`config.mk`:
```
export PLATFORM = sky130hd
export DESIGN_NAME = add_multicycle
export DESIGN_NICKNAME = d
export VERILOG_FILES = /design/src/rtl/add_multicycle.sv
export SDC_FILE = /design/constraint.sdc
export NUM_CORES = 1
export LEC_CHECK = 0
export CORE_UTILIZATION = 40
export CTS_CLUSTER_DIAMETER = 200
export DETAILED_ROUTE_END_ITERATION = 16
export PLACE_DENSITY = 0.71
export SLEW_MARGIN = 0
export SYNTH_ARGS = -nofsm -noshare
export SYNTH_HDL_FRONTEND = slang
export SYNTH_SLANG_ARGS = --single-unit
```
`constraint.sdc`:
```
create_clock -name clk -period 6.2 [get_ports clk]
set_clock_uncertainty 0.15 [all_clocks]
set_input_delay 1.24 -clock clk [delete_from_list [all_inputs] [get_ports clk]]
set_output_delay 1.24 -clock clk [all_outputs]
set_load 0.02 [all_outputs]
```
`src/rtl/add_multicycle.sv`:
```
// add_multicycle: WIDTH-bit add/subtract, one SLICE-bit chunk per clock with a rippled carry,
// valid/ready on both sides.
module add_multicycle #(
   parameter int WIDTH = 32,
   parameter int SLICE = 8
) (
   input  logic             clk,
   input  logic             rst_n,
   input  logic             in_valid,
   output logic             in_ready,
   input  logic [WIDTH-1:0] a,
   input  logic [WIDTH-1:0] b,
   input  logic             cin,
   input  logic             sub,
   output logic             out_valid,
   input  logic             out_ready,
   output logic [WIDTH-1:0] sum,
   output logic             cout,
   output logic             ovf,
   output logic             zero
);
   localparam int NSLICE = WIDTH / SLICE;
   localparam int IW = NSLICE > 1 ? $clog2(NSLICE) : 1;

   if (SLICE < 1 || WIDTH % SLICE != 0) begin : g_bad_slice
      $error("add_multicycle: WIDTH must be a positive multiple of SLICE");
   end

   typedef enum logic [1:0] {IDLE, RUN, DONE} state_t;

   state_t           state_q, state_d;
   logic [WIDTH-1:0] a_q, a_d, b_q, b_d, sum_q, sum_d, shifted;
   logic             carry_q, carry_d, cout_q, cout_d, ovf_q, ovf_d, zero_q, zero_d;
   logic [IW-1:0]    idx_q, idx_d;
   logic [SLICE:0]   part;

   // Operands shift right one slice per clock; finished result slices enter at the top of a_q,
   // so after the last slice a_q holds the whole sum and the low slice was always the live one.
   assign part = {1'b0, a_q[SLICE-1:0]} + {1'b0, b_q[SLICE-1:0]} + {{SLICE{1'b0}}, carry_q};

   if (NSLICE == 1) begin : g_one
      assign shifted = part[SLICE-1:0];
   end else begin : g_many
      assign shifted = {part[SLICE-1:0], a_q[WIDTH-1:SLICE]};
   end

   always_comb begin
      state_d = state_q;
      a_d     = a_q;
      b_d     = b_q;
      carry_d = carry_q;
      idx_d   = idx_q;
      sum_d   = sum_q;
      cout_d  = cout_q;
      ovf_d   = ovf_q;
      zero_d  = zero_q;
      case (state_q)
         IDLE: if (in_valid) begin
            state_d = RUN;
            a_d     = a;
            b_d     = sub ? ~b : b;
            carry_d = sub | cin;
            idx_d   = '0;
         end
         RUN: begin
            a_d     = shifted;
            b_d     = b_q >> SLICE;
            carry_d = part[SLICE];
            idx_d   = idx_q + IW'(1);
            if (idx_q == IW'(NSLICE - 1)) begin
               state_d = DONE;
               sum_d   = shifted;
               cout_d  = part[SLICE];
               ovf_d   = (a_q[SLICE-1] == b_q[SLICE-1]) && (part[SLICE-1] != a_q[SLICE-1]);
               zero_d  = shifted == '0;
            end
         end
         DONE: state_d = out_ready ? IDLE : DONE;
         default: state_d = IDLE;
      endcase
   end

   always_ff @(posedge clk or negedge rst_n) begin
      if (!rst_n) begin
         state_q <= IDLE;
         a_q     <= '0;
         b_q     <= '0;
         carry_q <= 1'b0;
         idx_q   <= '0;
         sum_q   <= '0;
         cout_q  <= 1'b0;
         ovf_q   <= 1'b0;
         zero_q  <= 1'b0;
      end else begin
         state_q <= state_d;
         a_q     <= a_d;
         b_q     <= b_d;
         carry_q <= carry_d;
         idx_q   <= idx_d;
         sum_q   <= sum_d;
         cout_q  <= cout_d;
         ovf_q   <= ovf_d;
         zero_q  <= zero_d;
      end
   end

   assign in_ready  = state_q == IDLE;
   assign out_valid = state_q == DONE;
   assign sum       = sum_q;
   assign cout      = cout_q;
   assign ovf       = ovf_q;
   assign zero      = zero_q;
endmodule

```
# --- After elaboration in Yosys (flattened, before gate mapping) ---
# Cells that the tools add are included.
op_classes:
  n_reduce_logical: 7
  muxes: 13
  bitwise: 2
  n_eq_ne: 7
  add_sub_neg: 3
ops:
  columns: ["cell", "count"]
  rows:
  - ["case mux 32 bit (2 select lines)", 2]
  - ["2-to-1 mux 32 bit", 3]
  - ["logical NOT 32 bit", 1]
  - ["NOT 32 bit", 1]
  - ["adder 8 x 8 -> 9 bit", 1]
  - ["adder 9 x 1 -> 9 bit", 1]
  - ["2-to-1 mux 2 bit", 4]
  - ["case mux 2 bit (3 select lines)", 1]
  - ["AND reduction 2 bit", 3]
  - ["== test 2 bit, second input constant", 2]
  - ["!= test 2 bit, second input constant", 2]
  - ["case mux 2 bit (2 select lines)", 1]
  - ["adder 2 x 1 -> 2 bit, second input constant", 1]
  - ["== test 2 x 1 -> 1 bit, second input constant", 1]
  - ["logical NOT 2 bit", 1]
  - ["case mux 1 bit (2 select lines)", 1]
  - ["nonzero test 2 bit", 1]
  - ["== test 1 bit", 1]
  - ["logical AND 1 bit", 1]
  - ["2-to-1 mux 1 bit", 1]
  - ["!= test 1 bit", 1]
  - ["OR 1 bit", 1]
word_totals:
  reg_bits: 104
  in_bits: 70
  word_cells: 41

# --- Depth between registers and ports, before layout ---
# Gate-level depths: netlist of the first run.
depth:
  depth_word: 4
  ltp_mapped: 7

# --- Worst setup path after synthesis of the first run ---
# No wires, ideal clock.
synth_timing:
  path_kind: "register -> register"
  from: "reg a_q[0]"
  to: "reg zero_q, in the netlist zero"
  required_time_ns: 5.929
  path_buffers: 0
  arrival_ns: 2.253
  setup_slack_ns: 3.676
  path_stages_with_launch: 8
  period_less_slack_ns: 2.524
  cell_sequence: "dfrtp_1 -> fa_1 -> fa_1 -> a211oi_1 -> o21a_1 -> o211ai_1 -> and4_1 -> a32o_2"
synth_between:
  elab_chain_cells: 3
synth_lines:
  columns: ["item", "line", "rtl"]
  rows:
  - ["start, declared", "32", "logic [WIDTH-1:0] a_q, a_d, b_q, b_d, sum_q, sum_d, shifted;"]
  - ["start signal, assigned", "86", "a_q <= '0;"]
  - ["start signal, assigned", "96", "a_q <= a_d;"]
  - ["adder 8 x 8 -> 9 bit", "39", "assign part = {1'b0, a_q[SLICE-1:0]} + {1'b0, b_q[SLICE-1:0]} + {{SLICE{1'b0}}, carry_q};"]
  - ["adder 9 x 1 -> 9 bit", "39", null]
  - ["logical NOT 32 bit", "75", "zero_d = shifted == '0;"]
  - ["end signal, assigned", "103", "zero_q <= zero_d;"]
  - ["end, declared", "33", "logic carry_q, carry_d, cout_q, cout_d, ovf_q, ovf_d, zero_q, zero_d;"]
# Every way passes these cells.
# A chain may end at the register's enable or synchronous reset.

# --- Worst setup path in the final report of the first run ---
layout_timing:
  from: "in in_valid"
  to: "reg a_q[31]"
layout_between:
  elab_chain_cells: 2
layout_lines:
  columns: ["item", "line", "rtl"]
  rows:
  - ["start, declared", "9", "input logic in_valid,"]
  - ["!= test 2 bit (no source line)", null, null]
  - ["AND reduction 2 bit (no source line)", null, null]
# Every way passes these cells.

==> results.md, run 1 <==
- Outcome: complete, no violations
- Startpoint types: primary input
- Vias per std cell: between 5 and 6
- Distinct cells, synth: 39
- CTS Root Cell: clkbuf_16
- Sw Ratio: between 40% and 50%
- Cell Area, Placed: approximately 6400 um^2
- Layout cell share with drive strength beyond 1: under 10%
- Area Growth Syn to Fin: 27.6%
- All-Layer GR Usage: between 20% and 30%
- RR Startpoint: state_q[0]
- Largest net degree at the start of global routing: 73
- Async SR Flop Fraction: 100%
- GR peak layer: met2
- Fin crit share: 55.3%
- Clock power share: between 10% and 20%
- Cell area power density: approximately 550 nW/um^2
- Hold crit path type: flop to flop
- CP required: ~6.3 ns
- Post-route minimum period: ~3.4 ns
- Number of nets at the end of the flow: 679
- Flops & latches, synth: between 100 and 150
- Post-CTS setup buffer count: 0
- Worst-path cell chain: clkdlybuf4s50_1 > buf_4 > nor2_1 > nor2_2 > o21ai_0 > a21oi_1
- Gr ovfl total: 0
- Max Freq: roughly 300 MHz
- TritonCTS Buffers: 9
- Synth Area in Simple Gates: between 10% and 20%
- # clock sinks: about 100
- Slowest cell delay on critical path: 1.00 ns
- Starting Density: a little over 40%
- Worst hold endpoint: sum[29]
- DP Wirelength: between 8000 and 9000 um
- Vias in the first global route: 4,036
- Hold-fix buffers, CTS: 0
- Pre-antenna DRT Iters: 5
- Final WS setup: between 2 and 3 ns
- CTS tree: done
- Die area: about 14,000 um^2
- Ys flop type: dfrtp_1
- Core footprint: ~13,000 um^2
- Max IR drop VDD: around 0.00022 V
- Largest delay share family, worst path: simple AND/OR/NAND/NOR gates
- Worst R2R End: zero
- Tightest Pin Transition: around 1.3 ns
- Max Fanout on Critical Path: 44
- Post-cts resize count: 0
- Hold path depth: 2
- Max_slew headroom: between 10% and 20%
- CP bufs+invs: 2
- FF-to-FF setup slack: between 2 and 3 ns
- Cells after Synth: approximately 520
- Syn Nets: approximately 600
- Critical Path AT: between 3 and 4 ns
- Initial antenna violation count: 0
- Chip Width: roughly 120 um
- First-pass GRT wire length: a little over 20,000 um
- Setup violators final: 0
- Power share of the sequential group: 35.0%
- Post-synth EDFFs: 0
- M1 GR Usage: 28.1%
- Maximum clock path buffer count: 2
- 1st-iter DRT viols: approximately 270
- Setup TNS: 0 ns
- Die Y-Extent: roughly 120 um
- Port bufs: about 110
- Gp weighted congestion: around 0.84
- Antenna diode count: 0
- Routing usage on met3: between 3 and 4%
- Post-Syn Area: approximately 5300 um^2
- H-tree depth: 3
- Sequential share of the synthesized area: 49.2%
- Final Max Slew Viols: 0
- Combinational Power Share: 49.3%
- R2R cell count: 7
- Synthesis warning total: 0
- Post-synthesis mux area share: under 10%
- Final instance area: 6750 um^2
- Combinational family with the most area after synthesis: compound AO/OA/AOI/OAI gates
- Number of remaining DRC errors: 0
- Setup WS pre-CTS: roughly 2.4 ns
- P_leak: approximately 2.8 nW
- Worst path depth: 6
- ANT nets after route: 0
- RSZ-0062 raised after global routing: no
- IO Pins: around 110
- Cell Int Power: approximately 2.2 mW
- Post-Route WL: about 13,000 um
- Xor-xnor portion of the synthesized cell area: between 6 and 7%
- Vias: 4,130
- Kind of critical path: primary input to flop
- CP max-delay cell: nor2_2
- Synth Area in Compound Gates: between 10% and 20%
- GR Util met2: 31.1%
- Total of max-cap violations: 0
- Avg Inst Size Synth: slightly above 10 um^2
- Hold slack: 0.340 ns
- Worst-Skew Late Latency: approximately 0.35 ns
- Routed len/inst: between 15 and 20 um
- Clk pin slew, worst setup/hold paths: around 0.07 ns
- Psw: 1.50 mW
- Area share of fa/ha/maj cells after synthesis: under 10%
- # rows: slightly above 40
- Endpoint class of the critical path: flop
- Hold Violations, Final: 0
- HP Start: sum[29]
## sequential cells by signal (all words and copies together) (netlist names)
register / flops
a_q: 32
b_q: 32
carry_q: 1
cout: 1
idx_q: 2
ovf: 1
state_q: 2
sum: 32
zero: 1
## tightest hold or removal path, cell delays in order, from the launching register on
cell,delay (ns)
dfrtp_1,0.35
nand2_1,0.05
o21ai_0,0.06
## routing by layer
metal / vias to the layer above / part of all wire, %
met5: - / 0
met4: 0 / 2.2
met3: 18 / 5.4
met2: 142 / 46
met1: 1989 / 46
li1: 1981 / -
## cell usage after synthesis, types with 2 or more instances
master	count	area (um^2)
buf_2	6	30.0
and3b_1	26	228
o21ai_0	46	230
inv_1	2	7.51
nor2b_1	35	219
nor3b_1	5	37.5
buf_1	3	11.3
nand2_1	46	173
dfrtp_1	104	2600
xnor2_1	28	245
and3_1	2	12.5
o21a_1	2	15.0
ha_1	8	100
xor2_1	9	78.8
mux2_2	26	293
a21oi_1	68	340
o22a_1	29	254
o31ai_1	2	15.0
nor2_1	9	33.8
a211oi_1	2	15.0
nor4_1	7	43.8
fa_1	2	40.0
clkbuf_1	32	120
nand2b_1	3	18.8
## per-stage QoR
| step | std cells | utilization [%] | total power, mW |
|---|---|---|---|
| CTS | 776 | 52.8 | 3.72 |
| detailed placement | 760 | 50.5 | 3.12 |
| finish | 776 | 52.8 | 3.70 |
| global placement | 760 | 50.5 | 3.04 |
| global route | 776 | 52.8 | 3.95 |
| floorplan | 517 | - | 2.47 |
## cell families after synthesis
family,Yosys count
compound gates,156
simple gates,140
flops,104
buf+inv,43
xor+xnor,38
mux,26
fa+ha+maj,10
## how the worst max path moves through the flow
stage | end | slack, ns | startpoint
6_report | a_q[31] | 2.77 | in_valid
4_1_cts | out_valid | 2.72 | state_q[1]
3_3_place_gp | a_q[31] | 2.62 | in_valid
3_5_place_dp | a_q[31] | 2.41 | in_valid
5_1_grt | a_q[31] | 2.51 | in_valid
2_1_floorplan | zero | 3.68 | a_q[0]
## final cells by class
cell class                      instances  area (um^2)
Sequential cell                       104         2610
Inverter                                2         7.51
Clock buffer                            9          225
Multi-Input combinational cell        370         2520
Clock inverter                          7         77.6
Timing Repair Buffer                  112         1100
Tap cell                              172          215
Fill cell                            1144         6020
## cells in the final DEF (no fill, tap or decap), drive strengths merged, types with 2 or more instances in the layout
cell type	instances
clkdlybuf4s50	104
dfrtp	104
a21oi	68
o21ai	46
nand2	46
nor2b	35
o22a	29
xnor2	29
mux2	26
and3b	26
xor2	9
clkbuf	9
nor2	9
ha	8
buf	8
nor4	7
nor3b	5
inv	5
nand2b	3
a211oi	2
o21a	2
and3	2
o31ai	2
fa	2
clkinv	2
## power groups by stage
stage	clock network [mW]	registers [mW]	logic, mW
after floorplan	0	1.32	1.14
after global placement	0	1.29	1.75
after detailed placement	0	1.31	1.82
after CTS	0.588	1.29	1.83
after global routing	0.618	1.33	2.00
final	0.581	1.29	1.82
Power figures use the tool's default switching activity.
==> run 2, diff against run 1 <==
Settings changed: PLACE_DENSITY 0.71 to 0.73.
Clock period 6.2 ns to 3.15 ns, I/O delays scaled along.
==> run 2 against run 1 <==
Largest cell class unchanged. Total power up 96%. Largest power group unchanged. Highest routed layer unchanged. Global-route usage grew 0.76 points. Combinational power is 97% higher.
==> results.md, run 2 (synthesis gave the netlist of run 1 again) <==
- Hold slack: ~0.11 ns
- Setup violators final: 0
- Gr ovfl total: 0
- Post-route minimum period: approximately 2.8 ns
- Post-Route WL: about 13,000 um
- Fin crit share: between 80% and 90%
- Vias: 4,213
- Cell Area, Placed: between 6000 and 7000 um^2
- Maximum clock path buffer count: 2
- Tightest Pin Transition: between 0.8 and 0.9 ns
- Kind of critical path: flop to flop
- DP Wirelength: 9280 um
- All-Layer GR Usage: between 20% and 30%
- Starting Density: between 40% and 50%
- Routed len/inst: between 15 and 20 um
- FF-to-FF setup slack: roughly 0.38 ns
- Final Max Slew Viols: 0
- Post-CTS setup buffer count: 0
- Chip Width: 117 um
- Max_slew headroom: roughly two fifths
- Endpoint class of the critical path: flop
- Antenna diode count: 0
- Final instance area: about 6800 um^2
- Total of max-cap violations: 0
- H-tree depth: 3
- Outcome: complete, no violations
- Port bufs: between 100 and 150
- Startpoint types: flop
- Largest net degree at the start of global routing: 70
- Leading cell type in the layout, fill and taps excluded: clkdlybuf4s50_1
- Hold crit path type: primary input to async pin
- Hold Violations, Final: 0
- Cell area power density: 1070 nW/um^2
- Vias in the first global route: 4,335
- IO Pins: 107
- Max Freq: roughly 360 MHz
- RSZ-0062 raised after global routing: no
- Worst R2R End: zero
- First-pass GRT wire length: roughly 22,000 um
- Clk pin slew, worst setup/hold paths: 0.08 ns
- Number of remaining DRC errors: 0
- R2R cell count: 7
- Die area: approximately 14,000 um^2
- Vias per std cell: around 5.4
- Max IR drop VDD: approximately 0.00043 V
- Most frequent cells in the layout: clkdlybuf4s50_1, dfrtp_1, a21oi_1
- Worst-Skew Late Latency: 0.35 ns
- Hold-fix buffers, CTS: 0
- Number of nets at the end of the flow: 683
- 1st-iter DRT viols: 204
- CTS Root Cell: clkbuf_16
- Fillers: 1,153
- # clock sinks: ~100
- Pre-antenna DRT Iters: 4
- CTS tree: done
- Area Growth Syn to Fin: 28.4%
- TritonCTS Buffers: 9
- Gp weighted congestion: 0.864
- # rows: a little over 40
- Critical Path AT: a little under 3 ns
- Setup TNS: 0 ns
- ANT nets after route: 0
- Layout cell share with drive strength beyond 1: about a tenth
- CP required: 3.28 ns
- Max Fanout on Critical Path: 3
- Initial antenna violation count: 0
- Post-cts resize count: 0
- Core footprint: between 10,000 and 15,000 um^2
- P_leak: between 2 and 3 nW
- RR Startpoint: a_q[0]
- Die Y-Extent: around 120 um
## run 2: changes by cell type in the layout (fill, tap and decap cells not counted), sizes merged
cell      previous run  this run
buf                  8        12
clkinvlp             1         0
inv                  5         6
## run 2: metrics by stage
stage                     std cells  setup slack [ns]  power [mW]  util (%)
after floorplan                 517             0.626        4.85         -
after global placement          764             0.532        5.97      50.8
after detailed placement        764             0.462        6.13      50.8
after CTS                       780             0.381        7.29      53.1
after global routing            780             0.182        7.78      53.1
final                           780             0.378        7.26      53.1
## run 2: layout make-up
| cell class | instances | area, um^2 | share of cell area [%] |
|---|---|---|---|
| clock buffers | 9 | 225 | 3.32 |
| flip-flops and latches | 104 | 2610 | 38.4 |
| multi-input cells | 370 | 2520 | 37.1 |
| inverters | 2 | 7.51 | 0.111 |
| repair buffers | 116 | 1140 | 16.8 |
| well taps | 172 | 215 | 3.17 |
| clock inverters | 7 | 75.1 | 1.11 |
## run 2: worst max-delay path by stage
stage	start	to	slack, ns	depth (start not counted)
2_1_floorplan	a_q[0]	zero	0.63	7
4_1_cts	a_q[0]	zero	0.38	7
3_3_place_gp	a_q[0]	zero	0.53	7
3_5_place_dp	a_q[0]	zero	0.46	7
5_1_grt	a_q[0]	zero	0.18	7
6_report	a_q[0]	zero	0.38	7
## run 2: worst max-delay path: stages, from the launching register on
cell	delay (ns)
dfrtp_1	0.40
fa_1	0.47
fa_1	0.49
nor4_1	0.34
nand4_1	0.14
nor4_1	0.32
and4_1	0.24
a32o_2	0.16
## run 2: metal layers
metal / vias up / wire length (um) / track usage (%)
li1: 1992 / - / -
met1: 2063 / 5980 / 27.0
met2: 134 / 6350 / 34.7
met3: 24 / 655 / 4.17
met4: 0 / 286 / 7.34
met5: - / 0 / 0
## run 2: power breakdown
part | switching, mW | internal [mW] | leakage [nW]
sequential | 0.524 | 2.00 | 1.26
clock | 0.523 | 0.626 | 0.151
combinational | 1.88 | 1.71 | 1.43
==> run 3, diff against run 2 <==
Settings changed: CORE_ASPECT_RATIO from default to 0.5, CORE_UTILIZATION 40 to 45, PLACE_DENSITY 0.73 to 0.77.
Clock period 3.15 ns to 2.9 ns, I/O delays scaled along.
==> run 3 against run 2 <==
Cell count down 1.5%. Register-to-register slack got worse by 0.14 ns. Wire length shrank 1.9%. Fmax is 4.0% higher. Non-clock buffer count is 1 higher. Sequential share of layout area decreased by 0.11 points. Sequential power grew 12%. Hold slack got worse by 0.10 ns. Critical path type unchanged. Critical endpoint unchanged. Largest cell class unchanged. Largest power group unchanged. Highest routed layer unchanged.
==> results.md, run 3 (synthesis gave the netlist of run 1 again) <==
- TritonCTS Buffers: 9
- Clock power share: between 10% and 20%
- # clock sinks: about 100
- ANT nets after route: 0
- Total of max-cap violations: 0
- Critical Path AT: 2.75 ns
- Tightest Pin Transition: between 0.5 and 0.6 ns
- Setup WS pre-CTS: between 0.1 and 0.15 ns
- Hold-fix buffers, CTS: 0
- All-Layer GR Usage: between 20% and 30%
- Initial antenna violation count: 0
- 1st-iter DRT viols: approximately 270
- H-tree depth: 3
- Largest delay share family, worst path: compound AO/OA/AOI/OAI gates
- Power share of the sequential group: between 30% and 40%
- Pwr Total: between 7 and 8 mW
- Number of remaining DRC errors: 0
- CP required: between 2 and 3 ns
- Fin crit share: about nine tenths
- Setup TNS: 0 ns
- Max IR drop VDD: around 0.00054 V
- Post-CTS setup buffer count: 0
- Gp weighted congestion: 0.862
- Psw: between 3 and 4 mW
- Worst-Skew Late Latency: around 0.34 ns
- Layout cell share with drive strength beyond 1: between 10 and 15%
- Setup violators final: 0
- Non-filler instance count after layout: 768
- Die Y-Extent: a little under 80 um
- DP Cell Count: between 700 and 800
- Max_slew headroom: roughly three fifths
- Hold crit path type: primary input to async pin
- CP max-delay cell: fa_1
- Kind of critical path: flop to flop
- Most frequent cells in the layout: clkdlybuf4s50_1, dfrtp_1, a21oi_1
- Combinational Power Share: between 40% and 50%
- RR Startpoint: a_q[0]
- Vias in the first global route: roughly 4,100
- Post-cts resize count: 0
- Number of nets at the end of the flow: roughly 680
- First-pass GRT wire length: between 20,000 and 25,000 um
- CP bufs+invs: 0
- Area Growth Syn to Fin: 28.7%
- Maximum clock path buffer count: 2
- Startpoint types: flop
- Core footprint: 11,200 um^2
- DP Wirelength: just over 9000 um
- Max Freq: approximately 380 MHz
- Fillers: ~960
- Sw Ratio: 39.0%
- Antenna diode count: 0
- CTS Root Cell: clkbuf_16
- Leading cell type in the layout, fill and taps excluded: clkdlybuf4s50_1
- RSZ-0062 raised after global routing: no
- Clk pin slew, worst setup/hold paths: 0.07 ns
- Gr ovfl total: 0
- Slowest cell delay on critical path: around 0.46 ns
- Final WS setup: ~0.24 ns
- Max Fanout on Critical Path: 3
- Post-route minimum period: ~2.7 ns
- # rows: 27
- Cell area power density: 1170 nW/um^2
- Routed len/inst: 17.0 um
- Post-Route WL: 13,000 um
- Port bufs: about 110
- Vias: about 4,000
- IO Pins: roughly 110
- Final Max Slew Viols: 0
- Largest net degree at the start of global routing: 55
- Outcome: complete, no violations
- Die area: 12,200 um^2
- Endpoint class of the critical path: flop
- P_leak: between 2 and 3 nW
- Chip Width: around 160 um
- Pre-antenna DRT Iters: 4
- Starting Density: a little under half
- Hold Violations, Final: 0
- Cell mode on critical path: fa_1
- FF-to-FF setup slack: around 0.24 ns
- Vias per std cell: 5.37
- CTS tree: done
- Critical Path Source: a_q[0]
- Worst-path cell chain: fa_1 > fa_1 > a211oi_2 > o21a_1 > o211ai_1 > and4_1 > a32o_2
- Cell Int Power: about 4.9 mW
==> run 3: cell types whose count changed in the layout (fill, tap and decap cells not counted), sizes merged <==
cell      before  now
clkinvlp       0    1
clkbuf         9   10
inv            6    2
buf           12   13
bufinv         1    3
==> run 3: path summary, 6_finish.rpt <==
path                           end  cells past startpoint
max                           zero                      7
min                        b_q[27]                      1
max reg2reg                   zero                      7
min reg2reg                    ovf                      2
max in group asynchronous  a_q[20]                      2
min in group clk               ovf                      2
==> run 3: power by group through the flow <==
stage | clock, mW | combinational [mW] | sequential (mW)
3_5_place_dp | 0 | 3.78 | 2.82
3_3_place_gp | 0 | 3.68 | 2.79
2_1_floorplan | 0 | 2.44 | 2.83
6_report | 1.37 | 3.81 | 2.81
5_1_grt | 1.46 | 4.19 | 2.89
4_1_cts | 1.39 | 3.80 | 2.81
==> run 3: stage by stage <==
stage	cell area (um^2)	utilization, %	hold slack, ns
2_1_floorplan	5290	-	0.134
3_3_place_gp	6470	57.7	0.320
3_5_place_dp	6470	57.7	0.328
4_1_cts	6800	60.7	0.0112
5_1_grt	6810	60.7	0.0290
6_report	6810	60.7	0.00593
==> run 3: cell type report <==
type	instances	area [um^2]	area share, %
Clock buffer	10	229	3.36
Clock inverter	6	108	1.58
Inverter	2	7.51	0.110
Multi-Input combinational cell	370	2520	37.1
Sequential cell	104	2610	38.3
Tap cell	159	199	2.92
Timing Repair Buffer	117	1140	16.7
==> run 3: per-layer routing <==
layer	vias up	track usage, %	wire length [um]
met3	11	4.14	618
met1	2006	31.4	6150
met4	0	6.57	121
met2	107	35.9	6140
met5	-	0	0
li1	1997	-	-
==> RTL edit (config.mk and constraints of run 2) <==
Set the parameter `WIDTH` to 16 (it was 32).
--- a/src/rtl/add_multicycle.sv
+++ b/src/rtl/add_multicycle.sv
@@ -3,3 +3,3 @@
 module add_multicycle #(
-   parameter int WIDTH = 32,
+   parameter int WIDTH = 16,
    parameter int SLICE = 8
Ports: changed (resized a, b and sum); port bits go from 107 to 59. No check against the original RTL was run, so the function may have changed too.
==> RTL edit against run 2 <==
Count of clock-buffer cells in the layout decreased by 2; maximum frequency rose by 5.9%; setup slack improved by 0.15 ns; cell area is 49% lower; sequential cell count shrank 49; synthesized area down 50%; first-iteration DRC count down 61%; wire length is 57% lower; final cell count shrank 50%; power fell by 47%; critical path type unchanged; largest cell class unchanged.
==> RTL edit: results <==
group,metric,value,unit
status,status,"completed",
pwr,total_leakage_power,1.474,nW
placed_design,io_buffers,58,
synthesis,synthXorXnorAreaFrac,7.859,%
synthesis,avgSynthCellArea,10.55,um^2
synthesis,synth.area.top_cells,"dfrtp_1 52%, xnor2_1 6.9%, nand2_1 4.2%",
pwr,p_comb,2.10,mW
cells_and_area,drive_gt1_share,9.968,%
global_routing,grt_usage,18.07,%
clocking,cts_made_buffers,5,
clocking,cts.path.max_buffers,2,
synthesis,yosysSeqAreaShare,51.76,%
synthesis,syn_nets,299,
placed_design,dp_cells,380,
clocking,clkSlewWorstSetupHoldPaths,0.10,ns
drt,wl,5.766,mm
pwr,power.share.combinational,54.7,%
pwr,clk-power,427,uW
cells_and_area,nFillCells,576,
placed_design,postPlaceCellArea,0.003326,mm^2
sta,slew_headroom,38.22,%
clocking,postCtsSetupRepairBufs,0,
clocking,htree_levels,2,
synthesis,synth_compound_area_share,16.00,%
worst_setup_path,arrival,2.67,ns
clocking,cts_root_buf,"clkbuf_8",
worst_setup_path,critPathTopFamily,"adder cells",
synthesis,synth_adder_area_share,4.800,%
pwr,p_switching,1.612,mW
synthesis,yosys-top-cells-count,"55 x dfrtp_1, 30 x nand2_1, 25 x nor2_1, 21 x o21ai_0, 21 x xnor2_1",
global_routing,antenna_found_initial,0,
cells_and_area,nNetsFinal,357,
placed_design,hpwlAfterDp,4.308,mm
placed_design,dpl_worst_slack,0.5507,ns
synthesis,synthArstFlopShare,100.0,%
pwr,ir_drop,0.0005871,V
global_routing,grt_pass1_wl,10.02,mm
synthesis,synth_cell_types,38,
global_routing,grt_max_degree,38,
clocking,clk_latency,0.31,ns
drt,vias_per_cell,5.186,
synthesis,synthMuxAreaShare,4.659,%
placed_design,gp_congestion,0.8105,
[RTL edit: layout make-up]
type                    instances  area [um^2]  area share, %
flip-flops and latches         55         1376          40.13
multi-input cells             179         1206          35.17
repair buffers                 66        635.6          18.53
clock buffers                   7        96.34          2.809
well taps                      77        96.34          2.809
inverters                       3        11.26         0.3283
clock inverters                 1        7.507         0.2189
[RTL edit: path summary, 6_finish.rpt]
path / endpoint / slack (ns) / cells after the start
min in group clk: ovf / 0.34 / 2
hold reg to reg: ovf / 0.34 / 2
max in group asynchronous: sum[4] / 2.10 / 2
hold / removal: b_q[15] / 0.12 / 1
setup / recovery: zero / 0.53 / 7
setup reg to reg: zero / 0.53 / 7
[RTL edit: metal layers]
metal	wire, um	GRT usage [%]	vias to the layer above	part of all wire, %
met5	0	0	-	0
met4	74	6.009	0	1.3
met3	222	2.967	7	3.9
met2	2806	28.84	49	49
met1	2662	25.21	955	46
li1	-	-	1001	-
